`config.mk`:
```
export PLATFORM = sky130hd
export DESIGN_NAME = regfile_wb_arbiter
export DESIGN_NICKNAME = d
export VERILOG_FILES = /design/src/rtl/regfile_wb_arbiter.sv
export SDC_FILE = /design/constraint.sdc
export NUM_CORES = 1
export LEC_CHECK = 0
export CAP_MARGIN = 15
export CELL_PAD_IN_SITES_DETAIL_PLACEMENT = 0
export CELL_PAD_IN_SITES_GLOBAL_PLACEMENT = 1
export CORE_MARGIN = 1
export CORE_UTILIZATION = 31
export DETAILED_ROUTE_END_ITERATION = 8
export PLACE_DENSITY = 0.93
export RECOVER_POWER = 100
export SYNTH_ARGS = -nofsm -noshare
export SYNTH_HDL_FRONTEND = slang
export SYNTH_SLANG_ARGS = --single-unit
export TNS_END_PERCENT = 5
```
`constraint.sdc`:
```
create_clock -name i_clk -period 10.01 [get_ports i_clk]
set_clock_uncertainty 0.2 [all_clocks]
set_input_delay 2.002 -clock i_clk [delete_from_list [all_inputs] [get_ports i_clk]]
set_output_delay 2.002 -clock i_clk [all_outputs]
set_load 0.05 [all_outputs]
```
`src/rtl/regfile_wb_arbiter.sv`:
```
// regfile_wb_arbiter: sole owner of the register-file write port; round-robin writeback arbiter with x1..x31 zero-init sweep
//   i_clk        clock, all state on rising edge
//   i_rst        synchronous active-low reset
//   i_clear      request a re-initialisation sweep (honoured only in RUN)
//   i_req_valid  per-requester write request
//   i_req_rd     flattened 5-bit destination indices, requester i at [5i+4:5i]
//   i_req_data   flattened write data, requester i at [DATA_W*i +: DATA_W]
//   o_req_ready  one-hot grant, combinational
//   o_wb_we      registered register-file write enable
//   o_wb_rw      registered register-file write address
//   o_wb_w       registered register-file write data
//   o_init_busy  high while the init sweep runs
module regfile_wb_arbiter #(
   parameter int NREQ   = 3,
   parameter int DATA_W = 64
) (
   input  logic                   i_clk,
   input  logic                   i_rst,
   input  logic                   i_clear,
   input  logic [NREQ-1:0]        i_req_valid,
   input  logic [5*NREQ-1:0]      i_req_rd,
   input  logic [DATA_W*NREQ-1:0] i_req_data,
   output logic [NREQ-1:0]        o_req_ready,
   output logic                   o_wb_we,
   output logic [4:0]             o_wb_rw,
   output logic [DATA_W-1:0]      o_wb_w,
   output logic                   o_init_busy
);
   localparam int PW = $clog2(NREQ);
   typedef enum logic {INIT, RUN} state_t;
   state_t            r_state, w_next;
   logic [4:0]        r_cnt;
   logic [PW-1:0]     r_ptr, w_idx, w_gidx, w_ptr_nx;
   logic              w_hit, w_xfer;
   logic              r_we;
   logic [4:0]        r_rw;
   logic [DATA_W-1:0] r_w;
   logic [4:0]        w_rd;
   logic [DATA_W-1:0] w_data;
   logic [4:0]        w_rd_a   [NREQ];
   logic [DATA_W-1:0] w_data_a [NREQ];
   genvar g;
   generate
      for (g = 0; g < NREQ; g++) begin : g_unpack
         assign w_rd_a[g]   = i_req_rd[5*g +: 5];
         assign w_data_a[g] = i_req_data[DATA_W*g +: DATA_W];
      end
   endgenerate
   // first valid requester at or after the pointer, wrapping modulo NREQ
   always_comb begin
      w_hit  = 1'b0;
      w_gidx = r_ptr;
      w_idx  = r_ptr;
      for (int k = 0; k < NREQ; k++) begin
         w_idx = PW'((int'(r_ptr) + k) % NREQ);
         if (!w_hit && i_req_valid[w_idx]) begin
            w_hit  = 1'b1;
            w_gidx = w_idx;
         end
      end
   end
   // clear suppresses every grant in the cycle it is seen
   assign w_xfer   = (r_state == RUN) && !i_clear && w_hit;
   assign w_rd     = w_rd_a[w_gidx];
   assign w_data   = w_data_a[w_gidx];
   assign w_ptr_nx = (w_gidx == PW'(NREQ-1)) ? '0 : w_gidx + 1'b1;
   always_ff @(posedge i_clk) begin
      if (!i_rst) r_state <= INIT;
      else        r_state <= w_next;
   end
   always_comb begin
      w_next = r_state;
      if (r_state == INIT) w_next = (r_cnt == 5'd31) ? RUN : INIT;
      else                 w_next = i_clear ? INIT : RUN;
   end
   always_comb begin
      o_req_ready = w_xfer ? (NREQ'(1) << w_gidx) : '0;
      o_init_busy = (r_state == INIT);
      o_wb_we     = r_we;
      o_wb_rw     = r_rw;
      o_wb_w      = r_w;
   end
   // writes to x0 complete the handshake but never reach the register file
   always_ff @(posedge i_clk) begin
      if (!i_rst) begin
         r_cnt <= 5'd1;
         r_ptr <= '0;
         r_we  <= 1'b0;
         r_rw  <= '0;
         r_w   <= '0;
      end else if (r_state == INIT) begin
         r_we  <= 1'b1;
         r_rw  <= r_cnt;
         r_w   <= '0;
         r_cnt <= (r_cnt == 5'd31) ? 5'd1 : r_cnt + 5'd1;
      end else begin
         r_we <= w_xfer && (w_rd != 5'd0);
         if (w_xfer) r_ptr <= w_ptr_nx;
         if (w_xfer && (w_rd != 5'd0)) begin
            r_rw <= w_rd;
            r_w  <= w_data;
         end
         if (i_clear) r_cnt <= 5'd1;
      end
   end
endmodule

```
# After elaboration in Yosys (flattened, before gate mapping)

Cells that the tools add are included.

Register bits: 78
Bits of input ports: 213
Output and inout port bits: 74
Logic and storage cells: 64

Add/sub/neg operators: 4
Div/mod/pow operators: 3
$lt $le $gt $ge: 4
Eq/ne operators: 4
Shifts and indexed selects: 1
Mux-type cells: 29
Bitwise operators: 2
Reductions and logical operators: 11

Operators with widths:

| kind                  | number |
|---|---|
| $bmux 64 s2           | 1 |
| $mux 64               | 2 |
| $mod 32x3->32 const B | 2 |
| $mux 5                | 7 |
| $mod 3x3->32 const B  | 1 |
| $bmux 5 s2            | 1 |
| $mux 1                | 10 |
| $lt 2x3->1 const B    | 3 |
| $mux 2                | 4 |
| $bmux 1 s2            | 3 |
| $add 5x1->5 const B   | 1 |
| $eq 5x5->1 const B    | 1 |
| $logic_and 1x1->1     | 5 |
| $reduce_bool 5->1     | 1 |
| $reduce_and 2->1      | 2 |
| $add 2x1->3 const B   | 1 |
| $add 2x2->3 const B   | 1 |
| $ge 3x3->1 const B    | 1 |
| $logic_not 1->1       | 3 |
| $mux 3                | 1 |
| $not 2->3             | 1 |
| $shl 1x2->3 const A   | 1 |
| $add 2x1->2 const B   | 1 |
| $eq 2x2->1 const B    | 1 |
| 3 further kinds       | 3 |

# Logic depth before layout (Yosys ltp)

Gate-level depths: netlist (run 1).

Word-level depth: 18
Gate-level depth with buffers: 13
Mapped depth without buffers: 10

# Worst setup path after synthesis (run 1)

OpenSTA, ideal clock, no wires.

Kind: in2out
From: input port i_req_valid[1]
To: output port o_req_ready[0]
Arrival: 4283 ps
Setup slack: 3525 ps
Cell stages on the path: 7
Path buffers: 2
Cells stage by stage: mux2i_1 o22ai_2 a32oi_2 nand2_2 buf_2 buf_2 nor3_1

Longest elaborated chain between the ends: 11
Elaborated cells on any way between the ends: 19
Classes of those cells: shift: 1; mux: 13; reduce/logical: 5

Ends and longest elaborated chain:

| what                                             | line   | text |
|---|---|---|
| from (decl)                                      | 20     | `input logic [NREQ-1:0] i_req_valid,` |
| $bmux 1 s2                                       | 56     | `if (!w_hit && i_req_valid[w_idx]) begin` |
| $mux 1 (implied by the code)                     | 56     |  |
| $mux 1                                           | 56     |  |
| $logic_not 1->1                                  | 56     |  |
| $logic_and 1x1->1                                | 56     |  |
| $mux 1                                           | 56     |  |
| $logic_not 1->1                                  | 56     |  |
| $logic_and 1x1->1                                | 56     |  |
| $mux 2 or $mux 1 (tied branches)                 | 56     |  |
| $shl 1x2->3 or $logic_and 1x1->1 (tied branches) | 77, 63 |  |
| $mux 3 *                                         | 77     | `o_req_ready = w_xfer ? (NREQ'(1) << w_gidx) : '0;` |
| to (decl)                                        | 23     | `output logic [NREQ-1:0] o_req_ready,` |

Mark *: on every way between the ends. The rest lies on a longest branch, timed or not. The select of a mux whose other input is x is not followed.

# Worst setup path in the final report (run 1)

Same ends and word-level chain as after synthesis.

==> results.sh, run 1 <==
export IMPL_crit_arrival_ps=6040
export IMPL_hold_class="flip-flop to flip-flop"
export IMPL_finalCritPeriodShare=0.8232
export IMPL_synthCells=595
export IMPL_p_per_area_nw_per_um2=99.70
export IMPL_cts_hold_buffers_added=0
export IMPL_synth_edf_count=0
export IMPL_synth_distinct_cells=52
export IMPL_drc=0
export IMPL_portBuffers=286
export IMPL_layout_drive_gt1_share=0.09857
export IMPL_gr_total_overflow=0
export IMPL_cts_tree="built"
export IMPL_die_h_um=134.6
export IMPL_place_inst=1051
export IMPL_max_freq_ghz=0.1214
export IMPL_hold_viol_final=0
export IMPL_via_count=5634
export IMPL_instances_no_fill=1067
export IMPL_synth_top_flop_cell="dfxtp_1"
export IMPL_worst_path_max_fanout=29
export IMPL_synth_async_reset_ratio=0
export IMPL_root_buffer="clkbuf_16"
export IMPL_ir_drop_mv=0.07352
export IMPL_cts_max_path_buffers=2
export IMPL_setup_viol_count_final=0
export IMPL_synth_avg_cell_area_um2=9.158
export IMPL_slowest_stage="nand2_1"
export IMPL_tns_ps=0
export IMPL_layout_common_cells="clkdlybuf4s50_1, a211oi_1, dfxtp_1"
export IMPL_h_tree_depth=3
export IMPL_worst_path_buf_inv=2
export IMPL_io_pins=287
export IMPL_fp_dieArea_um2=18110
export IMPL_antenna_cells=0
export IMPL_max_stage_delay_ps=1000
export IMPL_slew_headroom=-0.05862
export IMPL_synth_seq_area_share=0.2866
export IMPL_via_per_inst=5.280
export IMPL_hpwl_um=12610
export IMPL_cap_violations=1
export IMPL_final_max_slew_viol_count=30
export IMPL_clk_latency_ps=340
export IMPL_worstSetupStartpointType="input port"
export IMPL_clock_sinks=78
export IMPL_synth_nets=814
export IMPL_grt_pass1_wl_um=28340
export IMPL_rows=48
export IMPL_syn2layout_area_growth_pct=59.04
export IMPL_worstPathCellList="dlygate4sd3_1 > mux2i_1 > o21a_1 > o2111ai_1 > nand2_1 > nor3_1 > dlygate4sd3_1"
export IMPL_wl_um=17940
export IMPL_tightest_slew_ps=1584
export IMPL_path_clk_slew_ps=60
export IMPL_final_common_cell="clkdlybuf4s50_1"
export IMPL_initial_core_util=0.3161
export IMPL_postCtsSetupBuffers=0
export IMPL_setup_worst_path_class="input port to output pin"
export IMPL_gp_congestion=0.8669
export IMPL_drt_first_pass_iters=4
export IMPL_power_leakage_uw=0.002990
export IMPL_cts_buffers=9
export IMPL_netlist_area_um2=5449
export IMPL_grt_max_degree=76
export IMPL_period_needed_ps=8240
export IMPL_status="complete, but fails checks"
export IMPL_ant_nets=0
export IMPL_core_um2=17240
export IMPL_end_kind="output pin"
export IMPL_crit_top_cell="dlygate4sd3_1"
export IMPL_required_ps=7810
export IMPL_drt_iter0_markers=233
export IMPL_rsz0062_at_grt="no"
export IMPL_yosys_register_bits=78
export IMPL_grtUsageTotal=0.1991
export IMPL_die_x_um=134.6
export IMPL_yosys_warnings=0
export IMPL_antenna_found_initial=0
export IMPL_grt_pass1_vias=5554
export IMPL_ctsResizeCount=0
export IMPL_critPathTopFamily="simple AND/OR/NAND/NOR gates"
export IMPL_violations="capacitance limit, slew limit"
export IMPL_nNetsFinal=1056
export IMPL_wire_per_inst_um=16.82
[report_power, final]
part	switching (uW)	internal (uW)	total [uW]
Sequential	2.24	313	315
Clock	135	218	353
Combinational	83.6	112	196
Total	221	643	864
[area by class of cell]
type	count	area (um^2)
clock buffers	10	229.0
repair buffers	293	2915
flip-flops and latches	78	1562
clock inverters	6	86.33
fillers	1626	8571
multi-input cells	388	3341
well taps	225	281.5
inverters	67	251.5
[path summary, 6_finish.rpt]
kind	from	end	slack, ps	cells after the start
setup reg to reg	r_ptr[0]	o_wb_w[19]	4270	12
hold / removal	o_wb_w[17]	o_wb_w[17]	250	2
hold reg to reg	o_wb_w[17]	o_wb_w[17]	250	2
setup / recovery	i_req_valid[1]	o_req_ready[0]	1770	7
[stage by stage]
stage	area, um^2	hold slack (ps)	total power [uW]	utilization	worst slack [ps]
floorplan	5449	306.0	410.1	-	3525
global placement	8374	241.5	517.8	0.4858	2900
detailed placement	8374	244.6	519.3	0.4858	2854
CTS	8690	255.5	879.2	0.5041	2843
global route	8666	277.3	905.7	0.5028	1396
finish	8666	249.9	863.9	0.5028	1770
[synthesized netlist by cell type, types with 2 or more instances]
cell	number	area (um^2)
or2_2	3	18.77
nor2b_1	9	56.30
o2bb2ai_1	67	586.8
a21oi_1	11	55.05
mux2i_1	70	700.7
buf_6	5	56.30
a211o_1	2	17.52
o21ai_0	11	55.05
a211oi_2	49	613.1
a211oi_1	81	608.1
dfxtp_1	78	1562
nor3b_1	3	22.52
buf_4	3	22.52
and2_1	2	12.51
clkbuf_1	30	112.6
nand2_1	12	45.04
a311oi_1	3	26.28
nand3_1	4	20.02
a21o_1	2	15.01
o211ai_1	3	22.52
and3_1	4	25.02
a2bb2oi_1	3	26.28
a2111oi_0	2	17.52
ha_1	6	75.07
nor3_1	3	15.01
buf_1	4	15.01
nor2_1	15	56.30
inv_1	67	251.5
buf_2	20	100.1
[layer usage]
layer,vias up,part of all wire,GRT usage
li1,2754,-,-
met3,20,0.079,0.04805
met5,-,0,0
met4,0,0.019,0.07740
met2,198,0.49,0.3495
met1,2662,0.41,0.2329
[cells by family after synthesis]
kind of cell,Yosys count,share of synthesized area
muxes,71,0.1307
buffers and inverters,129,0.1024
adders and majority gates,6,0.01378
DFF,78,0.2866
and+or+nand+nor,62,0.05947
AOI/OAI and AO/OA,249,0.4071
[flip-flops by register name, indices dropped and copies added (netlist names)]
| register | flops |
|---|---|
| o_wb_w | 64 |
| o_wb_rw | 5 |
| r_cnt | 5 |
| r_ptr | 2 |
| o_wb_we | 1 |
| r_state | 1 |
[tightest hold or removal path: stages (launching register included)]
cell and delay [ps]:
dfxtp_1 300, inv_1 50, a211oi_1 50
(Power assumes the default switching activity.)
==> inputs of run 2 (changes only) <==
Settings changed: CORE_UTILIZATION 31 to 26, PLACE_DENSITY 0.93 to 0.83.
Clock period 10.01 ns to 7 ns, I/O delays scaled along.
==> run 2 against run 1 <==
Effect of this change: the run still ends with capacitance limit, slew limit left; utilization fell by 7.4 points; sequential power increased by 43%; via count decreased by 2.4%; die area increased by 19%; critical endpoint is now o_wb_w[57]; design area is 0.71% higher; first-iteration DRC count is 5.6% higher; global-route usage decreased by 2.7 points; flip-flop and latch count unchanged.
==> results.sh, run 2 (synthesis results as in run 1) <==
export IMPL_status="complete, but fails checks"
export IMPL_violations="capacitance limit, slew limit"
export IMPL_r2r_setup_slack_ps=1720
export IMPL_cts_hold_buffers_added=0
export IMPL_via_count=5500
export IMPL_final_max_slew_viol_count=110
export IMPL_largest_reg_flops=64
export IMPL_grt_pass1_wl_um=29520
export IMPL_grt_max_degree=75
export IMPL_drt_first_pass_iters=4
export IMPL_drc=0
export IMPL_rsz0062_at_grt="no"
export IMPL_clock_sinks=78
export IMPL_finalCritPeriodShare=0.8435
export IMPL_worstSetupStartpointType="input port"
export IMPL_io_pins=287
export IMPL_die_x_um=146.8
export IMPL_die_h_um=146.8
export IMPL_slew_headroom=-0.3123
export IMPL_via_per_inst=4.937
export IMPL_p_per_area_nw_per_um2=138.7
export IMPL_tns_ps=0
export IMPL_hold_viol_final=0
export IMPL_cts_max_path_buffers=2
export IMPL_grt_pass1_vias=5435
export IMPL_period_needed_ps=5904
export IMPL_worst_path_max_fanout=67
export IMPL_end_kind="flip-flop"
export IMPL_wire_per_inst_um=16.75
export IMPL_ir_drop_mv=0.08764
export IMPL_layout_drive_gt1_share=0.1031
export IMPL_gr_total_overflow=0
export IMPL_syn2layout_area_growth_pct=60.16
export IMPL_cts_buffers=9
export IMPL_antenna_cells=0
export IMPL_ctsResizeCount=0
export IMPL_fin_total_pwr_uw=1210
export IMPL_crit_arrival_ps=5940
export IMPL_fp_dieArea_um2=21540
export IMPL_rows=52
export IMPL_drt_iter0_markers=246
export IMPL_wl_um=18660
export IMPL_hold_class="flip-flop to flip-flop"
export IMPL_power_leakage_uw=0.002985
export IMPL_portBuffers=286
export IMPL_nNetsFinal=1058
export IMPL_ant_nets=0
export IMPL_layout_common_cells="clkdlybuf4s50_1, a211oi_1, dfxtp_1"
export IMPL_tightest_slew_ps=1968
export IMPL_root_buffer="clkbuf_16"
export IMPL_cap_violations=2
export IMPL_path_clk_slew_ps=60
export IMPL_cts_tree="built"
export IMPL_grtUsageTotal=0.1719
export IMPL_initial_core_util=0.2676
export IMPL_clk_latency_ps=330
export IMPL_postCtsSetupBuffers=0
export IMPL_n_fill_cell=2054
export IMPL_core_um2=20360
export IMPL_max_freq_ghz=0.1694
export IMPL_setup_worst_path_class="input port to flip-flop"
export IMPL_antenna_found_initial=0
export IMPL_setup_viol_count_final=0
export IMPL_hpwl_um=13340
export IMPL_required_ps=7040
export IMPL_final_common_cell="clkdlybuf4s50_1"
export IMPL_gp_congestion=0.8056
export IMPL_h_tree_depth=3
## run 2: worst paths after layout
check / startpoint / end / depth (start not counted)
hold / removal: o_wb_w[16] / o_wb_w[16] / 2
setup reg to reg: r_ptr[0] / o_wb_w[57] / 12
setup / recovery: i_req_valid[0] / o_wb_w[57] / 11
hold reg to reg: o_wb_w[16] / o_wb_w[16] / 2
## run 2: metal layers
metal  vias up  share of wire  track usage  routed length, um
met3        13          0.067      0.03820               1251
met4         0          0.013      0.04896                236
li1       2754              -            -                  -
met1      2561           0.42       0.2104               7931
met5         -              0            0                  0
met2       172           0.50       0.2998               9245
## run 2: layout make-up
| class | count | area [um^2] | share of cell area |
|---|---|---|---|
| well taps | 270 | 337.8 | 0.03871 |
| inverters | 67 | 251.5 | 0.02882 |
| repair buffers | 295 | 2922 | 0.3348 |
| clock buffers | 11 | 242.7 | 0.02781 |
| flip-flops and latches | 78 | 1562 | 0.1789 |
| multi-input cells | 388 | 3353 | 0.3842 |
| clock inverters | 5 | 58.81 | 0.006738 |
## run 2: report_power, final
| part | leakage, uW | total [uW] | switching [uW] | internal [uW] |
|---|---|---|---|---|
| sequential | 0.000630 | 450 | 3.02 | 447 |
| clock | 0.000142 | 478 | 192 | 286 |
| combinational | 0.00221 | 281 | 121 | 160 |
| total | 0.00298 | 1210 | 316 | 894 |
## run 2: critical path, cell delays in order
cell and delay (ps):
clkdlybuf4s50_1 460, nor2b_1 160, a2bb2oi_1 380, o2111ai_1 400
nand2_4 150, clkbuf_2 770, mux2i_1 190, a22oi_1 320
clkbuf_2 1190, a211oi_1 230, a211oi_2 260
## run 2: through the flow
stage / setup WS [ps] / hold slack (ps) / std cells / utilization / cell area, um^2
2_1_floorplan: 1719 / 306.0 / 595 / - / 5449
3_3_place_gp: 1429 / 242.0 / 1098 / 0.4147 / 8446
3_5_place_dp: 1416 / 243.6 / 1098 / 0.4147 / 8446
4_1_cts: 1403 / 256.4 / 1114 / 0.4295 / 8747
5_1_grt: 652.2 / 271.0 / 1114 / 0.4285 / 8727
6_report: 1096 / 252.7 / 1114 / 0.4285 / 8727
==> inputs of run 3 (changes only) <==
Settings changed: CORE_UTILIZATION 26 to 29, PLACE_DENSITY 0.83 to 0.88.
Clock period 7 ns to 5.7 ns, I/O delays scaled along.
==> run 3 against run 2 <==
Effect of this change: via count grew 0.29%; total power grew 22%; global-route usage grew 1.2 points; the run ends with DRC, capacitance limit, slew limit left; design area shrank 1.4%; count of clock-buffer cells in the layout grew 1.
==> results.sh, run 3 (synthesis results as in run 1) <==
export IMPL_place_ws_ps=720.2
export IMPL_largest_reg_flops=64
export IMPL_fin_ws_ps=596.5
export IMPL_min_from="o_wb_w[6]"
export IMPL_die_h_um=139.1
export IMPL_portBuffers=286
export IMPL_gp_congestion=0.8278
export IMPL_hold_class="flip-flop to flip-flop"
export IMPL_worst_path_max_fanout=7
export IMPL_drt_iter0_markers=237
export IMPL_die_x_um=139.1
export IMPL_intPower_uw=1107
export IMPL_r2r_setup_slack_ps=1070
export IMPL_syn2layout_area_growth_pct=57.93
export IMPL_setup_viol_count_final=0
export IMPL_cts_hold_buffers_added=0
export IMPL_core_um2=18210
export IMPL_wire_per_inst_um=16.51
export IMPL_layout_common_cells="clkdlybuf4s50_1, a211oi_1, dfxtp_1"
export IMPL_required_ps=4360
export IMPL_p_sw_frac=0.2521
export IMPL_layout_drive_gt1_share=0.08757
export IMPL_root_buffer="clkbuf_16"
export IMPL_cap_violations=1
export IMPL_end_kind="output pin"
export IMPL_reg2reg_depth=12
export IMPL_grt_pass1_vias=5435
export IMPL_status="complete, but fails checks"
export IMPL_cts_max_path_buffers=2
export IMPL_cts_tree="built"
export IMPL_p_clk_frac=0.395
export IMPL_clk_latency_ps=340
export IMPL_hold_end="o_wb_w[6]"
export IMPL_nNetsFinal=1059
export IMPL_final_max_slew_viol_count=75
export IMPL_rsz0062_at_grt="no"
export IMPL_final_common_cell="clkdlybuf4s50_1"
export IMPL_io_pins=287
export IMPL_max_freq_ghz=0.1959
export IMPL_violations="DRC, capacitance limit, slew limit"
export IMPL_h_tree_depth=3
export IMPL_setup_worst_path_class="input port to output pin"
export IMPL_period_needed_ps=5103
export IMPL_tightest_slew_ps=1627
export IMPL_r2r_start="r_ptr[0]"
export IMPL_drc=21
export IMPL_initial_core_util=0.2993
export IMPL_rows=49
export IMPL_p_per_area_nw_per_um2=172.0
export IMPL_grt_max_degree=75
export IMPL_tns_ps=0
export IMPL_antenna_cells=0
export IMPL_holdPathStages=2
export IMPL_via_count=5516
export IMPL_path_clk_slew_ps=50
export IMPL_rr_endpoint="o_wb_w[36]"
export IMPL_hpwl_um=12950
export IMPL_worstSetupStartpointType="input port"
export IMPL_hold_viol_final=0
export IMPL_power_frac_seq=0.374
export IMPL_power_leakage_uw=0.002994
export IMPL_drt_first_pass_iters=6
export IMPL_gr_total_overflow=0
export IMPL_grt_pass1_wl_um=28330
export IMPL_antenna_found_initial=0
export IMPL_wl_um=17730
export IMPL_ctsResizeCount=0
export IMPL_cts_buffers=9
export IMPL_finalCritPeriodShare=0.8953
export IMPL_grtUsageTotal=0.1834
export IMPL_ant_nets=0
export IMPL_power_switching_uw=373.1
export IMPL_clock_sinks=78
export IMPL_crit_arrival_ps=3760
export IMPL_slew_headroom=-0.08449
export IMPL_ir_drop_mv=0.1214
export IMPL_postCtsSetupBuffers=0
export IMPL_via_per_inst=5.136
export IMPL_comb_power_share=0.231
export IMPL_fin_total_pwr_uw=1480
export IMPL_fp_dieArea_um2=19340
export IMPL_n_fill_cell=1785
## run 3: power by group through the flow
stage / Combinational, uW / Sequential [uW] / Clock (uW)
floorplan: 149 / 571 / 0
global placement: 347 / 565 / 0
detailed placement: 348 / 565 / 0
CTS: 349 / 553 / 605
global route: 368 / 553 / 629
finish: 342 / 553 / 585
## run 3: critical path: stages
cell and delay (ps):
dlygate4sd3_1 580, mux2i_1 180, o22ai_2 180, a32oi_2 430, nand2_4 110, nor3_1 230, dlygate4sd3_1 910
## run 3: metal layers
metal / routed length (um) / part of all wire / track usage
met1: 7349 / 0.41 / 0.2138
met2: 8681 / 0.49 / 0.3224
met3: 1416 / 0.080 / 0.04869
met4: 282 / 0.016 / 0.06491
met5: 0 / 0 / 0
## run 3: final cells by class
| cell class | count | area, um^2 | area share |
|---|---|---|---|
| multi-input cells | 388 | 3278 | 0.3809 |
| repair buffers | 296 | 2927 | 0.3401 |
| flip-flops and latches | 78 | 1562 | 0.1814 |
| well taps | 229 | 286.5 | 0.03329 |
| clock buffers | 12 | 256.5 | 0.02981 |
| inverters | 67 | 251.5 | 0.02922 |
| clock inverters | 4 | 45.04 | 0.005234 |
## run 3: worst max path at each step
stage               cells after the start  slack, ps             end      startpoint
floorplan                               7        940  o_req_ready[0]  i_req_valid[1]
global placement                        7        750  o_req_ready[0]  i_req_valid[2]
finish                                  7        600  o_req_ready[0]  i_req_valid[1]
CTS                                     7        740  o_req_ready[0]  i_req_valid[2]
detailed placement                     10        720       o_wb_w[4]  i_req_valid[1]
global route                           11        380       o_wb_w[4]  i_req_valid[1]
## run 3: stage by stage
stage                     hold slack [ps]  utilization  std cells  instance area, um^2
after floorplan                     306.0            -        595                 5449
after global placement              244.6       0.4613       1058                 8399
after detailed placement            247.6       0.4613       1058                 8399
after CTS                           257.3       0.4778       1074                 8701
after global routing                271.7       0.4726       1074                 8606
final                               250.2       0.4726       1074                 8606
